===== src/rtl/instruction_fetch_unit.sv =====
// -----------------------------------------------------------------------------
// instruction_fetch_unit
// Purpose: single-outstanding-request instruction fetch stage. Issues one read
// per instruction to the instruction memory, presents the returned word to the
// IF/ID register, absorbs one early return in a skid buffer while the output is
// stalled, and redirects on a taken branch (late returns for the squashed
// request are dropped through the kill flag).
//
// Ports:
//   clk            in   clock, rising edge
//   rst            in   synchronous active-high reset
//   stall          in   IF/ID hold; current output is not consumed
//   branch_taken   in   redirect request, highest priority
//   branch_target  in   redirect address (low two bits ignored)
//   imem_req       out  read request pulse (combinational from state/inputs)
//   imem_addr      out  read address, meaningful while imem_req=1
//   imem_rvalid    in   read data strobe
//   imem_rdata     in   read data
//   Instruction    out  instruction word to IF/ID
//   Inst_Addr      out  address of Instruction
//   inst_valid     out  Instruction/Inst_Addr are live
// -----------------------------------------------------------------------------
module instruction_fetch_unit #(
    parameter int unsigned         ADDR_W   = 64,
    parameter logic [ADDR_W-1:0]   RESET_PC = '0
) (
    input  logic              clk,
    input  logic              rst,
    input  logic              stall,
    input  logic              branch_taken,
    input  logic [ADDR_W-1:0] branch_target,
    output logic              imem_req,
    output logic [ADDR_W-1:0] imem_addr,
    input  logic              imem_rvalid,
    input  logic [31:0]       imem_rdata,
    output logic [31:0]       Instruction,
    output logic [ADDR_W-1:0] Inst_Addr,
    output logic              inst_valid
);

    localparam logic [ADDR_W-1:0] PC_STEP    = ADDR_W'(4);
    localparam logic [ADDR_W-1:0] ALIGN_MASK = ~ADDR_W'(3);

    typedef enum logic [1:0] {
        FETCH = 2'd0,
        WAIT  = 2'd1,
        HOLD  = 2'd2
    } state_t;

    state_t              state;
    logic [ADDR_W-1:0]   pc;
    logic [ADDR_W-1:0]   req_addr;
    logic [31:0]         skid_inst;
    logic [ADDR_W-1:0]   skid_addr;
    logic                skid_valid;
    logic                kill;
    logic                out_free;

    // Output register can accept new data: empty, or being consumed this cycle.
    assign out_free = !inst_valid || !stall;

    // Request is issued the same cycle the FSM decides to fetch, so the
    // memory sees it at the edge that moves the FSM into WAIT.
    assign imem_req  = (state == FETCH) && !rst && !branch_taken && out_free;
    assign imem_addr = pc;

    // Fetch FSM with registered outputs, skid buffer and kill tracking.
    always_ff @(posedge clk) begin
        if (rst) begin
            state       <= FETCH;
            pc          <= RESET_PC;
            req_addr    <= '0;
            kill        <= 1'b0;
            skid_valid  <= 1'b0;
            skid_inst   <= '0;
            skid_addr   <= '0;
            inst_valid  <= 1'b0;
            Instruction <= '0;
            Inst_Addr   <= '0;
        end else if (branch_taken) begin
            pc         <= branch_target & ALIGN_MASK;
            inst_valid <= 1'b0;
            skid_valid <= 1'b0;
            // A request still in flight must have its return dropped later.
            if (state == WAIT && !imem_rvalid) begin
                kill <= 1'b1;
            end else begin
                kill  <= 1'b0;
                state <= FETCH;
            end
        end else begin
            // Consumption empties the output unless a load below overrides it.
            if (inst_valid && !stall) begin
                inst_valid <= 1'b0;
            end
            case (state)
                FETCH: begin
                    if (out_free) begin
                        req_addr <= pc;
                        pc       <= pc + PC_STEP;
                        state    <= WAIT;
                    end
                end
                WAIT: begin
                    if (imem_rvalid) begin
                        if (kill) begin
                            kill  <= 1'b0;
                            state <= FETCH;
                        end else if (out_free) begin
                            Instruction <= imem_rdata;
                            Inst_Addr   <= req_addr;
                            inst_valid  <= 1'b1;
                            state       <= FETCH;
                        end else begin
                            skid_inst  <= imem_rdata;
                            skid_addr  <= req_addr;
                            skid_valid <= 1'b1;
                            state      <= HOLD;
                        end
                    end
                end
                HOLD: begin
                    if (!stall) begin
                        Instruction <= skid_inst;
                        Inst_Addr   <= skid_addr;
                        inst_valid  <= skid_valid;
                        skid_valid  <= 1'b0;
                        state       <= FETCH;
                    end
                end
                default: begin
                    state <= FETCH;
                end
            endcase
        end
    end

endmodule


===== config.mk =====
export PLATFORM = sky130hd
export DESIGN_NAME = instruction_fetch_unit
export DESIGN_NICKNAME = d
export VERILOG_FILES = /design/src/rtl/instruction_fetch_unit.sv
export SDC_FILE = /design/constraint.sdc
export NUM_CORES = 1
export LEC_CHECK = 0
export CAP_MARGIN = 15
export CORE_UTILIZATION = 54
export CTS_BUF_LIST = sky130_fd_sc_hd__clkbuf_2 sky130_fd_sc_hd__clkbuf_4 sky130_fd_sc_hd__clkbuf_8
export CTS_CLUSTER_SIZE = 30
export DETAILED_ROUTE_END_ITERATION = 8
export PLACE_DENSITY = 0.91
export SLEW_MARGIN = 15
export SYNTH_ARGS = -nofsm -noshare
export SYNTH_HDL_FRONTEND = slang
export SYNTH_SLANG_ARGS = --single-unit

===== constraint.sdc =====
create_clock -name clk -period 3.29 [get_ports clk]
set_input_delay 0.4935 -clock clk [delete_from_list [all_inputs] [get_ports clk]]
set_output_delay 0.4935 -clock clk [all_outputs]
set_load 0.01 [all_outputs]

==> flow_summary.ini <==
[timing]
rsz0062_at_grt = no
slew_headroom_pct = 21.2
final.period_utilization_pct = 92.3
final_max_slew_viol_count = 0
setup_violations = 0
layout_min_cycle_time_ns = 3.04
tns_ns = 0
worst_pin_slew_ns = 1.18
max_freq_mhz = 329
finalClockSkew_ns = 0.0427
hold_viol = 0

[logic_synthesis]
synth.area.mux_share_pct = 7.17
seq_area_frac_synth_pct = 46.9
synth_fa_ha_area_share_pct = 0.370
syn_inst = 1645
yosys.area.top_type = dfxtp_1
synth_area_leaders = dfxtp_1 47%, nand2_1 10%, mux2i_1 7.2%, a211oi_1 6.6%, a21oi_1 6.2%
ys_ff_latch = 317
netlist.area_leader.share_pct = 46.9
synthXorXnorAreaFrac_pct = 1.75
yosys.area_share.simple_pct = 22.4
synth_compound_area_share_pct = 17.1
synth.cell_area_mm2 = 0.0135
synth-main-ff-cell = dfxtp_1
synth-async-reset-ratio_pct = 0
synth_edf_count = 0
avgSynthCellArea_um2 = 8.23
synthDistinctLibCells = 50
synth_top_family_by_area = simple AND/OR/NAND/NOR gates
yosysWarnings = 0

[die]
coreArea_mm2 = 0.0245
die_w_um = 160
die_h_um = 160
die-area_mm2 = 0.0257
num_io_pins = 263
rows = 57
initial_core_util_pct = 55.3

[worst_hold_path]
hold_depth = 2
hold_path.class = input pin to flip-flop

[route]
drc = 0
drt_iter0_markers = 1540
routed_via_density = 5.91
routedWlPerCell_um = 17.9
firstDrtPassIters = 8
ant_nets = 0
wl_um = 39600
dr_total_vias = 13073

[place]
dp_hpwl_um = 26100
globalplace.congestion = 0.908
port_buffers = 256

[global_routing]
antenna_found_initial = 0
grt-ovfl-total = 0
grt_pass1_wl_um = 62300
grt_pass1_vias = 12145
grtUsageMet1_pct = 39.2
grt_max_degree = 116
gr-usage-met2_pct = 46.7
grt_busiest_layer = met2
grt_use_met3_pct = 6.25
grt_usage_pct = 29.5

[cts]
cts_tree = yes
cts_buffers = 50
htreeDepth = 2
cts.repair.resized = 0
cts.path.max_buffers = 3
clock_sink_count = 317
post_cts_buffers = 0
ctsHoldBuffers = 0
clock_latency_ns = 0.60
cts_root_buf = clkbuf_8
clk_pin_slew_ns = 0.07

[layout]
nFillCells = 1778
seqCellArea_mm2 = 0.00635
fin_nets = 1954
antenna_cells = 0
drive_gt1_share_pct = 7.26
syn2layout_area_growth_pct = 28.9
final_core_util_pct = 71.3
multiInputGateArea_mm2 = 0.00665

[worst_setup_path]
cp-start-kind = flip-flop
reg2reg_depth = 5
cp_slowest_cell = clkdlybuf4s50_1
crit_type = flip-flop to output pin
critPathMaxStageDelay_ns = 0.62
arrival_ns = 2.54
required_ns = 2.80
crit_path_cell_trace = inv_1, ha_1, nor2b_1, nand2_2, nor2_1, clkdlybuf4s50_1
path_max_fanout = 4
worstSetupEndpointType = output pin

[power]
leakagePower_nw = 5.58
ir_drop_mv = 0.290
fin_total_pwr_mw = 8.83
power.density_mw_per_mm2 = 506

[run_status]
status = completed

[job]
cap_violations = 0
-- power breakdown --
part           internal [mW]  switching, mW  total, mW
Clock                   2.10           1.56       3.66
Sequential              4.00          0.180       4.18
Combinational          0.486          0.501      0.987
Total                   6.59           2.24       8.83
-- flip-flops by register name (all words and copies together) (netlist names) --
register	count
inst_valid	1
Instruction	32
skid_inst	32
imem_addr	62
skid_valid	1
state	2
kill	1
Inst_Addr	62
skid_addr	62
req_addr	62
-- placed cells by master (no fill, tap or decap), drive strengths merged, types with 2 or more instances in the layout --
master         instances
a211oi               119
a21oi                169
a311oi                21
a31oi                  4
a32oi                  2
and2                  10
and3                  14
and4                  11
buf                   32
bufinv                 3
clkbuf                74
clkdlybuf4s50        255
clkinv                11
conb                   4
dfxtp                317
ha                     4
inv                   14
mux2i                 97
nand2                362
nand2b                 4
nand3                 26
nand3b                 4
nand4                 28
nor2                 152
nor2b                  2
nor3                  15
nor4                  19
o211ai                 6
o21ai                 13
o221ai                 2
o31a                   4
o31ai                 14
or2                    3
or3                    9
or4                   23
xnor2                 22
xor2                   5
-- cells by family (layout without fill, tap and decap cells) --
kind of cell / count (synthesis) / in the layout
mux: 97 / 97
other cells: 1 / 4
xor+xnor: 27 / 27
simple gates: 686 / 686
fa+ha+maj: 4 / 4
buf+inv: 151 / 390
flops: 317 / 317
compound gates: 362 / 362
-- cell usage after synthesis (all sizes together), types with 5 or more instances --
library cell / count
a211oi: 119
a21oi: 169
a311oi: 21
and2: 10
and3: 14
and4: 11
buf: 19
clkbuf: 119
dfxtp: 317
inv: 13
mux2i: 97
nand2: 362
nand3: 26
nand4: 28
nor2: 152
nor3: 15
nor4: 19
o211ai: 6
o21ai: 13
o31ai: 14
or3: 9
or4: 23
xnor2: 22
xor2: 5
-- worst paths after layout --
check | start | end | slack, ns
setup / recovery | state[0] | imem_req | 0.25
hold / removal | rst | req_addr[36] | 0.33
setup reg to reg | imem_addr[19] | imem_addr[45] | 0.34
hold reg to reg | req_addr[63] | skid_addr[63] | 0.44
-- area by class of cell --
class / count / share of cell area, %
tap: 324 / 2.32
clock buffer: 74 / 5.48
sequential: 317 / 36.4
inverter: 13 / 0.280
multi-input combinational: 1180 / 38.1
timing repair buffer: 287 / 16.5
clock inverter: 16 / 0.940
-- layer usage --
layer / wire, µm / vias up
li1: - / 6195
met1: 16800 / 6078
met2: 18000 / 693
met3: 3460 / 107
met4: 1290 / 0
met5: 0 / -
-- per-stage QoR --
stage,worst slack [ns],cells,hold slack [ns],instance area [µm²]
floorplan,0.719,1648,0.436,13500
global placement,0.352,2121,0.441,16300
detailed placement,0.338,2121,0.446,16300
CTS,0.284,2211,0.306,17400
global route,0.181,2211,0.338,17400
finish,0.255,2211,0.328,17400
-- critical path: cells and delay by family (launching register included) --
| kind | cells | cell delay [ns] |
|---|---|---|
| adder cells (fa/ha/maj) | 1 | 0.26 |
| AND/OR/NAND/NOR | 3 | 0.61 |
| buffers and inverters | 2 | 0.75 |
| flip-flops | 1 | 0.33 |
Note: power is estimated with default switching activity, not from simulation.
